--- config.mk ---
export PLATFORM = sky130hd
export DESIGN_NAME = fetch_stage
export DESIGN_NICKNAME = d
export VERILOG_FILES = /design/src/rtl/pipeline_pkg.sv /design/src/rtl/if_id_reg.sv /design/src/rtl/fetch_stage.sv
export SDC_FILE = /design/constraint.sdc
export NUM_CORES = 1
export LEC_CHECK = 0
export BUFFER_PORTS_ARGS = -buffer_cell sky130_fd_sc_hd__buf_2
export CELL_PAD_IN_SITES_DETAIL_PLACEMENT = 0
export CELL_PAD_IN_SITES_GLOBAL_PLACEMENT = 1
export CORE_UTILIZATION = 36
export CTS_CLUSTER_DIAMETER = 50
export DETAILED_ROUTE_END_ITERATION = 8
export GPL_TIMING_DRIVEN = 0
export PLACE_DENSITY = 0.77
export SYNTH_ARGS = -nofsm -noshare
export SYNTH_HDL_FRONTEND = slang
export SYNTH_SLANG_ARGS = --single-unit
--- constraint.sdc ---
create_clock -name Clk -period 2.29 [get_ports Clk]
set_input_delay 0.229 -clock Clk [delete_from_list [all_inputs] [get_ports Clk]]
set_output_delay 0.229 -clock Clk [all_outputs]
set_load 0.02 [all_outputs]
--- src/rtl/pipeline_pkg.sv ---
// Shared pipeline definitions for the fetch stage.
// Contents:
//   branch_t       redirect code carried on Branch
//   fetch_state_t  fetch FSM encoding (2 bits)
//   NOP_INSTR      instruction loaded into IF/ID as a bubble
//   RESET_PC       PC value after reset
//   STALL_RUN_MAX  saturation value of the consecutive-stall counter
//   select_target  picks the redirect address for a non-zero branch code
package pipeline_pkg;

  typedef enum logic [1:0] {
    BR_NONE  = 2'b00,
    BR_TAKEN = 2'b01,
    BR_JUMP  = 2'b10,
    BR_JR    = 2'b11
  } branch_t;

  typedef enum logic [1:0] {
    ST_BOOT     = 2'b00,
    ST_RUN      = 2'b01,
    ST_STALL    = 2'b10,
    ST_REDIRECT = 2'b11
  } fetch_state_t;

  localparam logic [31:0] NOP_INSTR     = 32'h0000_0000;
  localparam logic [31:0] RESET_PC      = 32'h0000_0000;
  localparam logic [7:0]  STALL_RUN_MAX = 8'd255;

  // Only meaningful for br != BR_NONE; BR_NONE returns the branch target
  // but callers never use the result in that case.
  function automatic logic [31:0] select_target(
    input logic [1:0]  br,
    input logic [31:0] branch_target,
    input logic [31:0] jump_target,
    input logic [31:0] jr_target
  );
    logic [31:0] t;
    t = branch_target;
    case (br)
      BR_JUMP: t = jump_target;
      BR_JR:   t = jr_target;
      default: t = branch_target;
    endcase
    return t;
  endfunction

endpackage

--- src/rtl/if_id_reg.sv ---
// IF/ID pipeline register.
// Ports:
//   clk, rst_n      clock, asynchronous active-low reset
//   write_en        1 captures the incoming fetch, 0 holds contents
//   flush           1 loads a bubble; wins over write_en
//   instr_in        instruction fetched this cycle
//   pc_plus4_in     PC+4 of the fetched instruction
//   instr, pc_plus4 register contents
//   valid           0 while the register holds a bubble
module if_id_reg
  import pipeline_pkg::*;
(
  input  logic        clk,
  input  logic        rst_n,
  input  logic        write_en,
  input  logic        flush,
  input  logic [31:0] instr_in,
  input  logic [31:0] pc_plus4_in,
  output logic [31:0] instr,
  output logic [31:0] pc_plus4,
  output logic        valid
);

  always_ff @(posedge clk or negedge rst_n) begin
    if (!rst_n) begin
      instr    <= NOP_INSTR;
      pc_plus4 <= 32'h0;
      valid    <= 1'b0;
    end else if (flush) begin
      instr    <= NOP_INSTR;
      pc_plus4 <= 32'h0;
      valid    <= 1'b0;
    end else if (write_en) begin
      instr    <= instr_in;
      pc_plus4 <= pc_plus4_in;
      valid    <= 1'b1;
    end
  end

endmodule

--- src/rtl/fetch_stage.sv ---
// Instruction fetch stage: PC register, redirect mux, IF/ID register,
// fetch FSM and stall-run counter.
// Ports:
//   Clk, Rst_n        clock, asynchronous active-low reset
//   PCWrite           0 holds the PC (hazard stall)
//   IFIDWrite         0 holds the IF/ID register
//   IFIDFlush         1 loads a bubble into IF/ID
//   Branch            00 none, 01 branch, 10 jump, 11 jump-register
//   BranchTarget, JumpTarget, JRTarget   redirect addresses
//   IMemAddr          current PC to a combinational-read instruction memory
//   IMemData          instruction at IMemAddr, same cycle
//   IFID_Instr, IFID_PCPlus4, IFID_Valid IF/ID contents (Valid=0 is a bubble)
//   StallRun          consecutive STALL cycles, saturating at 255
//   State             current fetch FSM state (fetch_state_t encoding)
// Optional build macro FETCH_PERF_COUNTERS_EN adds:
//   StallTotal        cycles spent in STALL (wraps)
//   FlushTotal        cycles that loaded a bubble outside BOOT (wraps)
// IF/ID carries no handshake: IFID_Valid qualifies its contents every cycle,
// and hazard control is applied through PCWrite/IFIDWrite/IFIDFlush.
module fetch_stage
  import pipeline_pkg::*;
(
  input  logic        Clk,
  input  logic        Rst_n,
  input  logic        PCWrite,
  input  logic        IFIDWrite,
  input  logic        IFIDFlush,
  input  logic [1:0]  Branch,
  input  logic [31:0] BranchTarget,
  input  logic [31:0] JumpTarget,
  input  logic [31:0] JRTarget,
  output logic [31:0] IMemAddr,
  input  logic [31:0] IMemData,
  output logic [31:0] IFID_Instr,
  output logic [31:0] IFID_PCPlus4,
  output logic        IFID_Valid,
  output logic [7:0]  StallRun,
  output logic [1:0]  State
`ifdef FETCH_PERF_COUNTERS_EN
  ,
  output logic [31:0] StallTotal,
  output logic [31:0] FlushTotal
`endif
);

  logic [31:0]  pc;
  logic [31:0]  pc_plus4;
  logic [31:0]  pc_next;
  logic         redirect;
  logic         bubble;
  fetch_state_t state;
  logic [7:0]   stall_run;

  assign redirect = (Branch != BR_NONE);
  assign bubble   = redirect | IFIDFlush;
  assign pc_plus4 = pc + 32'd4;  // wraps naturally at 2^32

  // A redirect overrides a stall request: the target is always taken.
  always_comb begin
    pc_next = pc;
    if (redirect) begin
      pc_next = select_target(Branch, BranchTarget, JumpTarget, JRTarget);
    end else if (PCWrite) begin
      pc_next = pc_plus4;
    end
  end

  always_ff @(posedge Clk or negedge Rst_n) begin
    if (!Rst_n) begin
      pc <= RESET_PC;
    end else begin
      pc <= pc_next;
    end
  end

  if_id_reg u_if_id_reg (
    .clk         (Clk),
    .rst_n       (Rst_n),
    .write_en    (IFIDWrite),
    .flush       (bubble),
    .instr_in    (IMemData),
    .pc_plus4_in (pc_plus4),
    .instr       (IFID_Instr),
    .pc_plus4    (IFID_PCPlus4),
    .valid       (IFID_Valid)
  );

  // Fetch FSM and stall-run counter. stall_run is updated together with the
  // state so that it reads 1 in the first STALL cycle and 0 everywhere else.
  always_ff @(posedge Clk or negedge Rst_n) begin
    if (!Rst_n) begin
      state     <= ST_BOOT;
      stall_run <= 8'd0;
    end else if (redirect) begin
      state     <= ST_REDIRECT;
      stall_run <= 8'd0;
    end else begin
      case (state)
        ST_RUN: begin
          if (!PCWrite) begin
            state     <= ST_STALL;
            stall_run <= 8'd1;
          end else begin
            stall_run <= 8'd0;
          end
        end
        ST_STALL: begin
          if (PCWrite) begin
            state     <= ST_RUN;
            stall_run <= 8'd0;
          end else if (stall_run != STALL_RUN_MAX) begin
            stall_run <= stall_run + 8'd1;
          end
        end
        default: begin  // BOOT and REDIRECT both fall back to RUN
          state     <= ST_RUN;
          stall_run <= 8'd0;
        end
      endcase
    end
  end

  assign IMemAddr = pc;
  assign StallRun = stall_run;
  assign State    = state;

`ifdef FETCH_PERF_COUNTERS_EN
  logic [31:0] stall_total;
  logic [31:0] flush_total;

  always_ff @(posedge Clk or negedge Rst_n) begin
    if (!Rst_n) begin
      stall_total <= 32'd0;
      flush_total <= 32'd0;
    end else begin
      if (state == ST_STALL) begin
        stall_total <= stall_total + 32'd1;
      end
      if (bubble && (state != ST_BOOT)) begin
        flush_total <= flush_total + 32'd1;
      end
    end
  end

  assign StallTotal = stall_total;
  assign FlushTotal = flush_total;
`endif

endmodule
Word level (Yosys, flattened, before mapping)
Index checks and enable logic that the tools add are counted.

Bits of input ports: 135. Register bits after elaboration: 107. Word-level logic and storage cells: 39. Output and inout port bits: 107.

Reductions and logical operators: 4. $add $sub $neg: 2. Bitwise logic cells: 1. Eq/ne operators: 8. Mux-type cells: 18.

Operators by type and width (number): two-way mux 32 bit (6); case mux 32 bit (2 select lines) (1); adder 32 x 3 -> 32 bit, second input constant (1); two-way mux 8 bit (3); case mux 8 bit (2 select lines) (1); adder 8 x 1 -> 8 bit, second input constant (1); != test 8 bit, second input constant (1); == test 2 bit, second input constant (3); two-way mux 2 bit (3); != test 3 bit, second input constant (2); nonzero test 2 bit (3); != test 4 bit, second input constant (1); case mux 2 bit (2 select lines) (1); two-way mux 1 bit (3); == test 2 x 1 -> 1 bit, second input constant (1); AND reduction 2 bit (1); OR 1 bit (1).

Depth between registers and ports, before layout
Gate-level depths: netlist (run 1).

Depth after elaboration: 5. Depth in mapped cells: 8. Mapped depth without buffers: 7.

Hierarchy
Synthesis (run 1) repeated with hierarchy kept, for this count alone.

Cells, all modules: 534. Area, all modules: 6043.3 um^2.

By module, submodules not included: fetch_stage (times used 1, sequential area each 1051.0 um^2, area an instance 3405.8 um^2, cells each 325); if_id_reg (times used 1, sequential area each 1626.6 um^2, area an instance 2637.5 um^2, cells each 209).

Worst setup path after synthesis (run 1)
OpenSTA, ideal clock, no wires.

Path kind: register to register. Start point: register pc[2] (netlist: IMemAddr[2]). End point: register pc[22] (netlist: IMemAddr[22]). Required time: 2151 ps. Path buffers: 0. Arrival: 2055 ps. Stages on the path, launching flop included: 7. Slack: 96 ps. Library setup time: 139 ps. Clock period less this slack: 2194 ps. Cells stage by stage: dfrtp_1 -> ha_1 -> nand3_2 -> nor4_4 -> nand4_1 -> xnor2_1 -> mux4_2.

Cells in the longest elaborated chain, start to end: 3.

Ends and longest elaborated chain: start: declaration (line fetch_stage.sv:46) `logic [31:0] pc;`; start signal: assignment (line fetch_stage.sv:72) `pc <= pc_next;`; adder 32 x 3 -> 32 bit (line fetch_stage.sv:56) `assign pc_plus4 = pc + 32'd4;`; two-way mux 32 bit (line fetch_stage.sv:63) `end else if (PCWrite) begin`; two-way mux 32 bit (line fetch_stage.sv:61) `if (redirect) begin`.

No other way between the ends. The select of a mux whose other input is x is not followed. A chain may end at the register's enable or synchronous reset.

Worst setup path after layout (run 1)
Start point: register pc[4] (netlist: IMemAddr[4]). End point: register pc[27] (netlist: IMemAddr[27]).

The elaborated chain is that of the path after synthesis.

==> results.txt, run 1 <==
Crit path largest cell delay -> 0.50 ns
Worst slew margin -> 54.8%
Number of DRC markers in iteration 0 -> 373
Crit. End Element -> flip-flop
Worst-margin pin slew -> 0.674 ns
DPL Wire Length -> 13200 um
Worst-path cell chain -> and4_1, and3_4, buf_6, nand4_1, xnor2_1, mux4_2
Most common flop cell mapped by yosys -> dfrtp_1
Vias in the first global route -> 4880
Share of post-route cells with drive strength above 1 -> 43.0%
Clock Latency Late Sink -> 0.35 ns
Critical-path maximum fanout -> 10
Final Non-Filler Cells -> 976
Diodes inserted -> 0
MaxCap Viol Count -> 0
Std cell rows -> 45
Core area -> 15300 um^2
Fin crit period -> 2.17 ns
CTS root buffer -> clkbuf_16
Die height -> 127 um
Cells after Synth -> 505
RSZ-0062 raised after global routing -> no
Final Net Count -> 899
Synth-to-layout area growth -> 32.6%
Tcrit/Tclk final -> 94.9%
WP data arrival -> 2.39 ns
I/O pin count -> 242
Final setup fails -> 0
Initial DRT Pass Iterations -> 5
Routed len/inst -> 17.1 um
Max Fclk -> 0.460 GHz
Worst path slowest cell -> dfrtp_1
Yosys warning total -> 0
Hold Crit Class -> input port to flip-flop
Logic gate share of total power -> 19.4%
Multi-input gate area -> 2800 um^2
Detailed-route vias per instance -> 5.14
Syn avg cell area -> 11.2 um^2
GRT Overall Usage -> 21.0%
Hold Path Origin -> IMemData[25]
Seq pwr share -> 46.2%
Lkg Pwr -> 3.67 nW
PwrDens -> 611 nW/um^2
Largest net degree at the start of global routing -> 72
Clk pwr share -> 34.4%
R2R Path Start -> IMemAddr[4]
CTS tree -> done
Placed cells -> 956
Fin. max-slew vios -> 0
IO Port Bufs -> 239
Type of origin of the critical path -> flip-flop
Synthesized area -> 5660 um^2
H-tree depth -> 3
Residual DRC -> 0
Initial antenna violation count -> 0
CTS Buffer Depth -> 2
Final WL -> 16700 um
Number of enable flip-flop cells after synthesis -> 0
Die area -> 16200 um^2
Critical path data required time -> 2.51 ns
Final Skew -> 0.00910 ns
Num CTS Buffers -> 9
Syn_nets -> 644
Outcome -> finished, final reports clean
Synth Register Bits -> 107
Async set-or-reset flop fraction in the synthesized netlist -> 100%
Peak supply drop -> 0.000354 V
Routability cong. -> 0.866
Sequential cell area -> 2680 um^2
Yosys cell types -> 48
Worst Setup SP -> IMemAddr[4]
Starting density of the core -> 37.1%
Horiz. Die Dim -> 127 um
Hold Fails Final Rpt -> 0
Global-route wire length before repair -> 26300 um
Switching Fraction -> 28.7%
Sw Pwr -> 1.32 mW
Via count -> 5013
CTS sink cnt -> 107
Sequential element share of the synthesized area -> 47.3%
Gr ovfl total -> 0
Antenna Nets Post-Route -> 0
Fill count -> 1412
Clk pin slew, worst setup/hold paths -> 0.07 ns
Worst Setup Path Type -> flip-flop to flip-flop
Internal power -> 3.27 mW
Core Util, Final -> 49.2%
-- cell usage in the layout, fill, tap and decap left out, types with 3 or more instances in the layout --
cell / Yosys / routed
buf_2: 21 / 259
dfrtp_1: 107 / 106
nand2_1: 55 / 55
o21ai_0: 38 / 38
a22o_1: 35 / 35
xnor2_1: 29 / 29
mux4_2: 27 / 27
nand4_1: 26 / 26
nor2_1: 23 / 23
xor2_1: 22 / 22
nand3_1: 14 / 14
clkbuf_1: 12 / 11
nor2b_1: 10 / 10
clkbuf_16: 0 / 9
mux2i_1: 8 / 8
and3_1: 7 / 7
buf_4: 1 / 6
and2_1: 6 / 6
o21ai_1: 6 / 6
inv_1: 5 / 5
and4_1: 5 / 5
o21bai_1: 4 / 4
mux2_2: 4 / 4
nor3_2: 3 / 3
a21oi_1: 3 / 3
a31oi_1: 3 / 3
ha_1: 4 / 3
-- flip-flops by register name, summed over array words and instances, names as in the netlist --
| name | cells |
|---|---|
| u_if_id_reg.pc_plus4 | 32 |
| State | 2 |
| StallRun | 8 |
| u_if_id_reg.instr | 32 |
| u_if_id_reg.valid | 1 |
| IMemAddr | 32 |
-- worst paths after layout --
kind / endpoint / slack (ns) / cells past startpoint
min in group asynchronous: u_if_id_reg.instr[5] / 0.38 / 2
hold reg to reg: u_if_id_reg.pc_plus4[20] / 0.48 / 2
hold / removal: u_if_id_reg.instr[25] / 0.09 / 2
max in group asynchronous: IMemAddr[2] / 1.19 / 3
setup / recovery: IMemAddr[27] / 0.12 / 6
setup reg to reg: IMemAddr[27] / 0.12 / 6
-- per-layer routing --
metal	part of all wire [%]	wire length (um)	track usage, %	vias up
li1	-	-	-	2365
met1	44	7300	28.2	2399
met2	47	7920	33.8	220
met3	6.6	1110	3.52	29
met4	2.2	363	8.75	0
met5	0	0	0	-
-- timing repair --
item,in CTS,in global routing
buffers inserted,1,3
resized for setup,1,3
hold buffers,1,0
setup endpoints to repair,5,7
pin swaps,1,2
hold endpoints to repair,36,0
-- power groups by stage --
stage,combinational [mW],clock (mW),sequential (mW)
3_5_place_dp,0.893,0,2.15
5_1_grt,0.962,1.71,2.13
3_3_place_gp,0.880,0,2.14
6_report,0.887,1.58,2.12
4_1_cts,0.901,1.63,2.11
2_1_floorplan,0.408,0,2.24
-- stage by stage --
| stage | power [mW] | instance area [um^2] | TNS, ns | hold slack [ns] | setup WS [ns] |
|---|---|---|---|---|---|
| 4_1_cts | 4.64 | 7470 | 0 | 0.0787 | 0.00197 |
| 3_5_place_dp | 3.04 | 7150 | -0.380 | 0.226 | -0.102 |
| 5_1_grt | 4.81 | 7500 | 0 | 0.0894 | 0.0317 |
| 6_report | 4.58 | 7500 | 0 | 0.0934 | 0.118 |
| 2_1_floorplan | 2.64 | 5660 | 0 | -0.0666 | 0.0959 |
| 3_3_place_gp | 3.02 | 7120 | -17.09 | 0.449 | -0.164 |
-- Yosys cell counts (2+ instances only) --
cell	n	area, um^2
dfrtp_1	107	2680
nand2_1	55	206
o21ai_0	38	190
a22o_1	35	307
xnor2_1	29	254
mux4_2	27	608
nand4_1	26	163
nor2_1	23	86.3
xor2_1	22	193
buf_2	21	105
nand3_1	14	70.1
clkbuf_1	12	45.0
nor2b_1	10	62.6
mux2i_1	8	80.1
and3_1	7	43.8
and2_1	6	37.5
o21ai_1	6	30.0
and4_1	5	43.8
inv_1	5	18.8
ha_1	4	50.1
mux2_2	4	45.0
o21bai_1	4	30.0
a21oi_1	3	15.0
a31oi_1	3	18.8
nor3_2	3	30.0
a221oi_1	2	17.5
buf_6	2	22.5
nand3_2	2	20.0
nor4_1	2	12.5
or3_1	2	12.5
-- critical path: cells and delay by family, from the launching register on --
family / cells / cell delay (ns)
muxes: 1 / 0.45
xor gates and xnor gates: 1 / 0.18
buffers and inverters: 1 / 0.15
DFF: 1 / 0.50
and+or+nand+nor: 3 / 0.75
-- area by class of cell --
type,count,share of cell area (%)
buffer,35,2.35
clock buffer,10,3.19
clock inverter,6,0.851
inverter,5,0.250
multi-input combinational,357,37.3
sequential,107,35.7
tap,211,3.52
timing repair buffer,245,16.9
-- cells by family after synthesis --
family,after synthesis,share of synthesized area (%)
muxes,39,13.0
DFF,107,47.3
and+or+nand+nor,165,15.7
adders and majority gates,4,0.885
AOI/OAI and AO/OA,98,11.7
xor gates and xnor gates,51,7.89
buffers and inverters,41,3.52
Power figures use the tool's default switching activity.
==> run 2: changes to the inputs <==
--- a/config.mk
+++ b/config.mk
@@ -8,11 +8,12 @@
 export BUFFER_PORTS_ARGS = -buffer_cell sky130_fd_sc_hd__buf_2
 export CELL_PAD_IN_SITES_DETAIL_PLACEMENT = 0
 export CELL_PAD_IN_SITES_GLOBAL_PLACEMENT = 1
-export CORE_UTILIZATION = 36
+export CORE_UTILIZATION = 39
 export CTS_CLUSTER_DIAMETER = 50
 export DETAILED_ROUTE_END_ITERATION = 8
 export GPL_TIMING_DRIVEN = 0
-export PLACE_DENSITY = 0.77
+export PLACE_DENSITY = 0.83
+export SKIP_CTS_REPAIR_TIMING = 1
 export SYNTH_ARGS = -nofsm -noshare
 export SYNTH_HDL_FRONTEND = slang
 export SYNTH_SLANG_ARGS = --single-unit
==> constraint.sdc (replaced) <==
create_clock -name Clk -period 2.6 [get_ports Clk]
set_input_delay 0.26 -clock Clk [delete_from_list [all_inputs] [get_ports Clk]]
set_output_delay 0.26 -clock Clk [all_outputs]
set_load 0.02 [all_outputs]
==> run 2 against run 1 <==
Net effect:
- final area decreased by 0.92%
- first-iteration DRC count is 8.8% lower
- non-clock buffer count shrank 3
- fmax is 12% lower
- critical path depth is the same
- flip-flop and latch count unchanged
- core utilization is 3.8 points higher
- wire length fell by 2.0%
- die area fell by 7.6%
- global-route usage rose by 1.2 points
- sequential share of layout area up 0.31 points
- clock skew down 0.0019 ns
- critical endpoint is now IMemAddr[20]
- highest routed layer unchanged
==> results.txt, run 2 (synthesis gave the netlist of run 1 again) <==
Setup TNS -> 0 ns (unchanged)
Die height -> 122 um (-3.9%)
Multi-input gate area -> 2780 um^2 (-0.49%)
Type of origin of the critical path -> flip-flop
Switching Fraction -> 28.2% (-0.56 points)
Global-route wire length before repair -> 25400 um (-3.5%)
Hold Crit Class -> input port to flip-flop
Detailed-route vias per instance -> 5.32 (+3.7%)
Lkg Pwr -> 3.65 nW (-0.49%)
WP data arrival -> 2.69 ns (+0.30 ns)
Sequential cell area -> 2680 um^2 (about the same)
Die area -> 15000 um^2 (-7.6%)
Worst slew margin -> 52.4% (-2.4 points)
RSZ-0062 raised after global routing -> no
Worst path slowest cell -> nor4_4
Final Skew -> 0.00720 ns (-0.00190 ns)
Routability cong. -> 0.867 (+0.10%)
PwrDens -> 549 nW/um^2 (-10%)
Core area -> 14000 um^2 (-8.0%)
CTS Buffer Depth -> 2 (unchanged)
Worst Path Buf+Inv -> 0 (-1)
Final WL -> 16400 um (-2.0%)
Clock Latency Late Sink -> 0.35 ns (about the same)
Num CTS Buffers -> 9 (unchanged)
Diodes inserted -> 0 (unchanged)
Worst Setup Path Type -> flip-flop to flip-flop
CTS tree -> done
Family with the most delay on the worst path -> simple AND/OR/NAND/NOR gates
Crit path largest cell delay -> 0.55 ns (+0.05 ns)
Hold Fails Final Rpt -> 0 (unchanged)
Via count -> 5016 (+0.060%)
CTS sink cnt -> 107 (unchanged)
Crit. End Element -> flip-flop
Sw Pwr -> 1.15 mW (-13%)
Most common cell after layout, fill and taps aside -> buf_2
Outcome -> finished, final reports clean
MaxCap Viol Count -> 0 (unchanged)
Std cell rows -> 43 (-4.4%)
Horiz. Die Dim -> 122 um (-3.9%)
Initial antenna violation count -> 0 (unchanged)
Seq pwr share -> 45.6% (-0.6 points)
WHS -> 0.126 ns (+0.0327 ns)
CTS root buffer -> clkbuf_16
DPL Wire Length -> 12800 um (-2.6%)
Worst-path cell chain -> ha_1, nand3_2, nor4_4, nand4_1, xnor2_1, mux4_2
Commonest cells after routing, fill and taps aside -> 259 x buf_2, 107 x dfrtp_1, 55 x nand2_1, 38 x o21ai_0, 35 x a22o_1
Starting density of the core -> 40.3% (+3.2 points)
Logic gate share of total power -> 19.3% (about the same)
GRT Overall Usage -> 22.2% (+1.2 points)
Share of post-route cells with drive strength above 1 -> 42.1% (-0.88 points)
Final setup fails -> 0 (unchanged)
IO Port Bufs -> 239 (unchanged)
Synth-to-layout area growth -> 31.4%
H-tree depth -> 3 (unchanged)
Clk pwr share -> 35.1% (+0.7 points)
Peak supply drop -> 0.000300 V (-15%)
Clk pin slew, worst setup/hold paths -> 0.07 ns (about the same)
Initial DRT Pass Iterations -> 5 (unchanged)
Fin. max-slew vios -> 0 (unchanged)
Worst-margin pin slew -> 0.714 ns (+0.0395 ns)
Fill count -> 1298 (-8.1%)
Critical-path maximum fanout -> 7 (-3)
Vias in the first global route -> 4950 (+1.4%)
Critical path data required time -> 2.83 ns (+0.32 ns)
Fin crit period -> 2.46 ns (+0.293 ns)
Final Net Count -> 896 (-0.33%)
Antenna Nets Post-Route -> 0 (unchanged)
Internal power -> 2.93 mW (-10%)
Gr ovfl total -> 0 (unchanged)
Routed len/inst -> 17.4 um (+1.6%)
Largest net degree at the start of global routing -> 71 (-1.4%)
Tcrit/Tclk final -> 94.8% (about the same)
Number of DRC markers in iteration 0 -> 340 (-8.8%)
I/O pin count -> 242 (unchanged)
Residual DRC -> 0 (unchanged)
Max Fclk -> 0.406 GHz (-12%)
run 2: changes by cell type in the layout (fill, tap and decap cells not counted), sizes merged:
cell,change
buf,-4
clkbuf,+4
clkinvlp,-2
clkinv,-1
run 2: power groups by stage:
| stage | clock [mW] | sequential, mW | combinational [mW] |
|---|---|---|---|
| after CTS | 1.45 | 1.86 | 0.792 |
| after detailed placement | 0 | 1.89 | 0.789 |
| after global placement | 0 | 1.88 | 0.770 |
| final | 1.43 | 1.86 | 0.788 |
| after floorplan | 0 | 1.97 | 0.359 |
| after global routing | 1.52 | 1.87 | 0.855 |
run 2: worst paths after layout:
kind / from / slack, ns / cells past startpoint / endpoint
worst min register to register: u_if_id_reg.pc_plus4[13] / 0.48 / 2 / u_if_id_reg.pc_plus4[13]
worst max register to register: IMemAddr[2] / 0.14 / 6 / IMemAddr[20]
worst min-delay path: IMemData[31] / 0.13 / 2 / u_if_id_reg.instr[31]
worst max-delay path: IMemAddr[2] / 0.14 / 6 / IMemAddr[20]
max in group asynchronous: Rst_n / 1.49 / 3 / u_if_id_reg.pc_plus4[2]
min in group asynchronous: Rst_n / 0.43 / 2 / u_if_id_reg.instr[1]
run 2: layer usage:
metal / track usage [%] / part of all wire (%) / routed length, um / vias to the layer above
met1: 30.2 / 45 / 7400 / 2429
met2: 36.0 / 47 / 7670 / 211
met5: 0 / 0 / 0 / -
li1: - / - / - / 2353
met3: 3.16 / 6.1 / 993 / 23
met4: 8.00 / 1.9 / 311 / 0
run 2: metrics by stage:
step	setup slack [ns]	instances	instance area [um^2]	utilization, %	power (mW)
after floorplan	0.406	505	5660	-	2.33
after global placement	0.152	924	7080	50.4	2.65
after detailed placement	0.189	925	7110	50.6	2.68
after CTS	0.173	941	7420	52.9	4.10
after global routing	0.0143	942	7430	52.9	4.25
final	0.135	942	7430	52.9	4.08
run 2: final cells by class:
cell class                 instances  area share, %
clock inverter                     3          0.589
buffer                            36           2.42
inverter                           5          0.252
tap                              180           3.03
timing repair buffer             241           16.6
sequential                       107           36.0
multi-input combinational        357           37.4
clock buffer                      13           3.64
==> run 3: changes to the inputs <==
--- a/config.mk
+++ b/config.mk
@@ -8,11 +8,12 @@
 export BUFFER_PORTS_ARGS = -buffer_cell sky130_fd_sc_hd__buf_2
 export CELL_PAD_IN_SITES_DETAIL_PLACEMENT = 0
 export CELL_PAD_IN_SITES_GLOBAL_PLACEMENT = 1
-export CORE_UTILIZATION = 39
+export CORE_UTILIZATION = 36
+export CTS_BUF_LIST = sky130_fd_sc_hd__clkbuf_16
 export CTS_CLUSTER_DIAMETER = 50
 export DETAILED_ROUTE_END_ITERATION = 8
 export GPL_TIMING_DRIVEN = 0
-export PLACE_DENSITY = 0.83
+export PLACE_DENSITY = 0.77
 export SKIP_CTS_REPAIR_TIMING = 1
 export SYNTH_ARGS = -nofsm -noshare
 export SYNTH_HDL_FRONTEND = slang
==> constraint.sdc (replaced) <==
create_clock -name Clk -period 2.5 [get_ports Clk]
set_input_delay 0.25 -clock Clk [delete_from_list [all_inputs] [get_ports Clk]]
set_output_delay 0.25 -clock Clk [all_outputs]
set_load 0.02 [all_outputs]
==> run 3 against run 2 <==
Net effect:
- first-iteration DRC count is 9.4% higher
- register-to-register slack better by 0.07 ns
- non-clock buffer count stayed put
- clock power hardly changed
- global-route usage is 1.2 points lower
- count of clock-buffer cells in the layout is 4 lower
- critical path depth stayed put
- sequential share of layout area is 0.11 points lower
- core utilization is 4.1 points lower
- fmax is 7.2% higher
- flip-flop and latch count stayed put
- clock skew is 0.00092 ns higher
- critical endpoint is now IMemAddr[22]
- highest routed layer unchanged
==> results.txt, run 3 (synthesis gave the netlist of run 1 again) <==
Gr ovfl total -> 0 (unchanged)
Tcrit/Tclk final -> 92.0% (-2.8 points)
WP data arrival -> 2.52 ns (-0.17 ns)
Hold Crit Class -> input port to flip-flop
Met3 wire len -> 1080 um (+8.7%)
Fill count -> 1415 (+9.0%)
RSZ-0062 raised after global routing -> no
Met2 routed WL -> 7890 um (+2.9%)
Antenna Nets Post-Route -> 0 (unchanged)
GRT Overall Usage -> 21.0% (-1.2 points)
I/O pin count -> 242 (unchanged)
Final setup fails -> 0 (unchanged)
Share of post-route cells with drive strength above 1 -> 42.1% (unchanged)
Max Fclk -> 0.435 GHz (+7.2%)
Setup TNS -> 0 ns (unchanged)
Sequential cell area -> 2680 um^2 (unchanged)
Initial antenna violation count -> 0 (unchanged)
MaxCap Viol Count -> 0 (unchanged)
CTS root buffer -> clkbuf_16
Routability cong. -> 0.866 (-0.10%)
Fin crit period -> 2.30 ns (-0.165 ns)
Met1 wire length -> 7270 um (-1.6%)
Horiz. Die Dim -> 127 um (+4.0%)
PwrDens -> 559 nW/um^2 (+1.8%)
WHS -> 0.114 ns (-0.0123 ns)
Max Used Layer -> met4
Multi-input gate area -> 2790 um^2 (+0.22%)
Final Net Count -> 896 (unchanged)
Crit. End Element -> flip-flop
Detailed-route vias per instance -> 5.13 (-3.6%)
Critical path data required time -> 2.72 ns (-0.11 ns)
Worst slew margin -> 54.6% (+2.1 points)
CTS Buffer Depth -> 2 (unchanged)
Core area -> 15300 um^2 (+8.7%)
Synth-to-layout area growth -> 31.8%
CTS tree -> done
Die area -> 16200 um^2 (+8.2%)
Routed len/inst -> 17.1 um (-1.7%)
Residual DRC -> 0 (unchanged)
DPL Wire Length -> 13200 um (+2.7%)
Outcome -> finished, final reports clean
Type of origin of the critical path -> flip-flop
Worst Setup Path Type -> flip-flop to flip-flop
H-tree depth -> 3 (unchanged)
Initial DRT Pass Iterations -> 6 (+1)
Std cell rows -> 45 (+4.7%)
IO Port Bufs -> 239 (unchanged)
Worst-margin pin slew -> 0.678 ns (-0.0358 ns)
Die height -> 127 um (+4.0%)
Most common cell after layout, fill and taps aside -> buf_2
Num CTS Buffers -> 9 (unchanged)
Clk pin slew, worst setup/hold paths -> 0.07 ns (about the same)
Final Skew -> 0.00813 ns (+0.000925 ns)
Diodes inserted -> 0 (unchanged)
Number of DRC markers in iteration 0 -> 372 (+9.4%)
Final Non-Filler Cells -> 973 (+3.3%)
Via count -> 4992 (-0.48%)
Commonest cells after routing, fill and taps aside -> 259 x buf_2, 107 x dfrtp_1, 55 x nand2_1, 38 x o21ai_0, 35 x a22o_1
Fin. max-slew vios -> 0 (unchanged)
Final WL -> 16600 um (+1.5%)
Lkg Pwr -> 3.65 nW (-0.16%)
Starting density of the core -> 37.1% (-3.2 points)
Hold Fails Final Rpt -> 0 (unchanged)
Critical-path maximum fanout -> 7 (unchanged)
CTS sink cnt -> 107 (unchanged)
Peak supply drop -> 0.000336 V (+12%)
Clock Latency Late Sink -> 0.35 ns (about the same)
Core Util, Final -> 48.9% (-4.1 points)
Vias in the first global route -> 4877 (-1.5%)
Global-route wire length before repair -> 26200 um (+3.4%)
Largest net degree at the start of global routing -> 72 (+1.4%)
Placed cells -> 956 (+3.4%)
run 3: final timing paths:
kind                                          start                       end  slack, ns  cells past startpoint
hold / removal                         IMemData[25]     u_if_id_reg.instr[25]       0.11                      2
min in group asynchronous                     Rst_n      u_if_id_reg.instr[5]       0.40                      2
hold reg to reg            u_if_id_reg.pc_plus4[20]  u_if_id_reg.pc_plus4[20]       0.48                      2
setup / recovery                        IMemAddr[2]              IMemAddr[22]       0.20                      6
max in group asynchronous                     Rst_n              IMemAddr[30]       1.38                      3
setup reg to reg                        IMemAddr[2]              IMemAddr[22]       0.20                      6
run 3: report_power, final:
part | internal [mW] | switching [mW] | total [mW]
sequential | 1.82 | 0.118 | 1.93
clock | 0.774 | 0.642 | 1.42
combinational | 0.369 | 0.447 | 0.816
run 3: stage by stage:
stage / instance area (um^2) / worst slack, ns / power [mW]
after global routing: 7460 / 0.0296 / 4.37
final: 7460 / 0.200 / 4.17
after detailed placement: 7150 / 0.108 / 2.78
after global placement: 7120 / 0.0251 / 2.77
after floorplan: 5660 / 0.306 / 2.42
after CTS: 7440 / 0.0734 / 4.22
run 3: critical path, cell delays in order (launching register included):
cell     delay, ns
dfrtp_1       0.47
ha_1          0.28
nand3_2       0.18
nor4_4        0.39
nand4_1       0.23
xnor2_1       0.17
mux4_2        0.44
run 3: layout make-up:
type	count	area share, %
Clock inverter	7	0.906
Timing Repair Buffer	241	16.6
Clock buffer	9	3.02
Sequential cell	107	35.9
Inverter	5	0.252
Multi-Input combinational cell	357	37.4
Tap cell	211	3.54
Buffer	36	2.42
run 3: layer usage:
metal,track usage [%],vias up
met1,28.2,2381
met2,33.8,225
met3,3.52,27
met5,0,-
li1,-,2359
met4,8.75,0
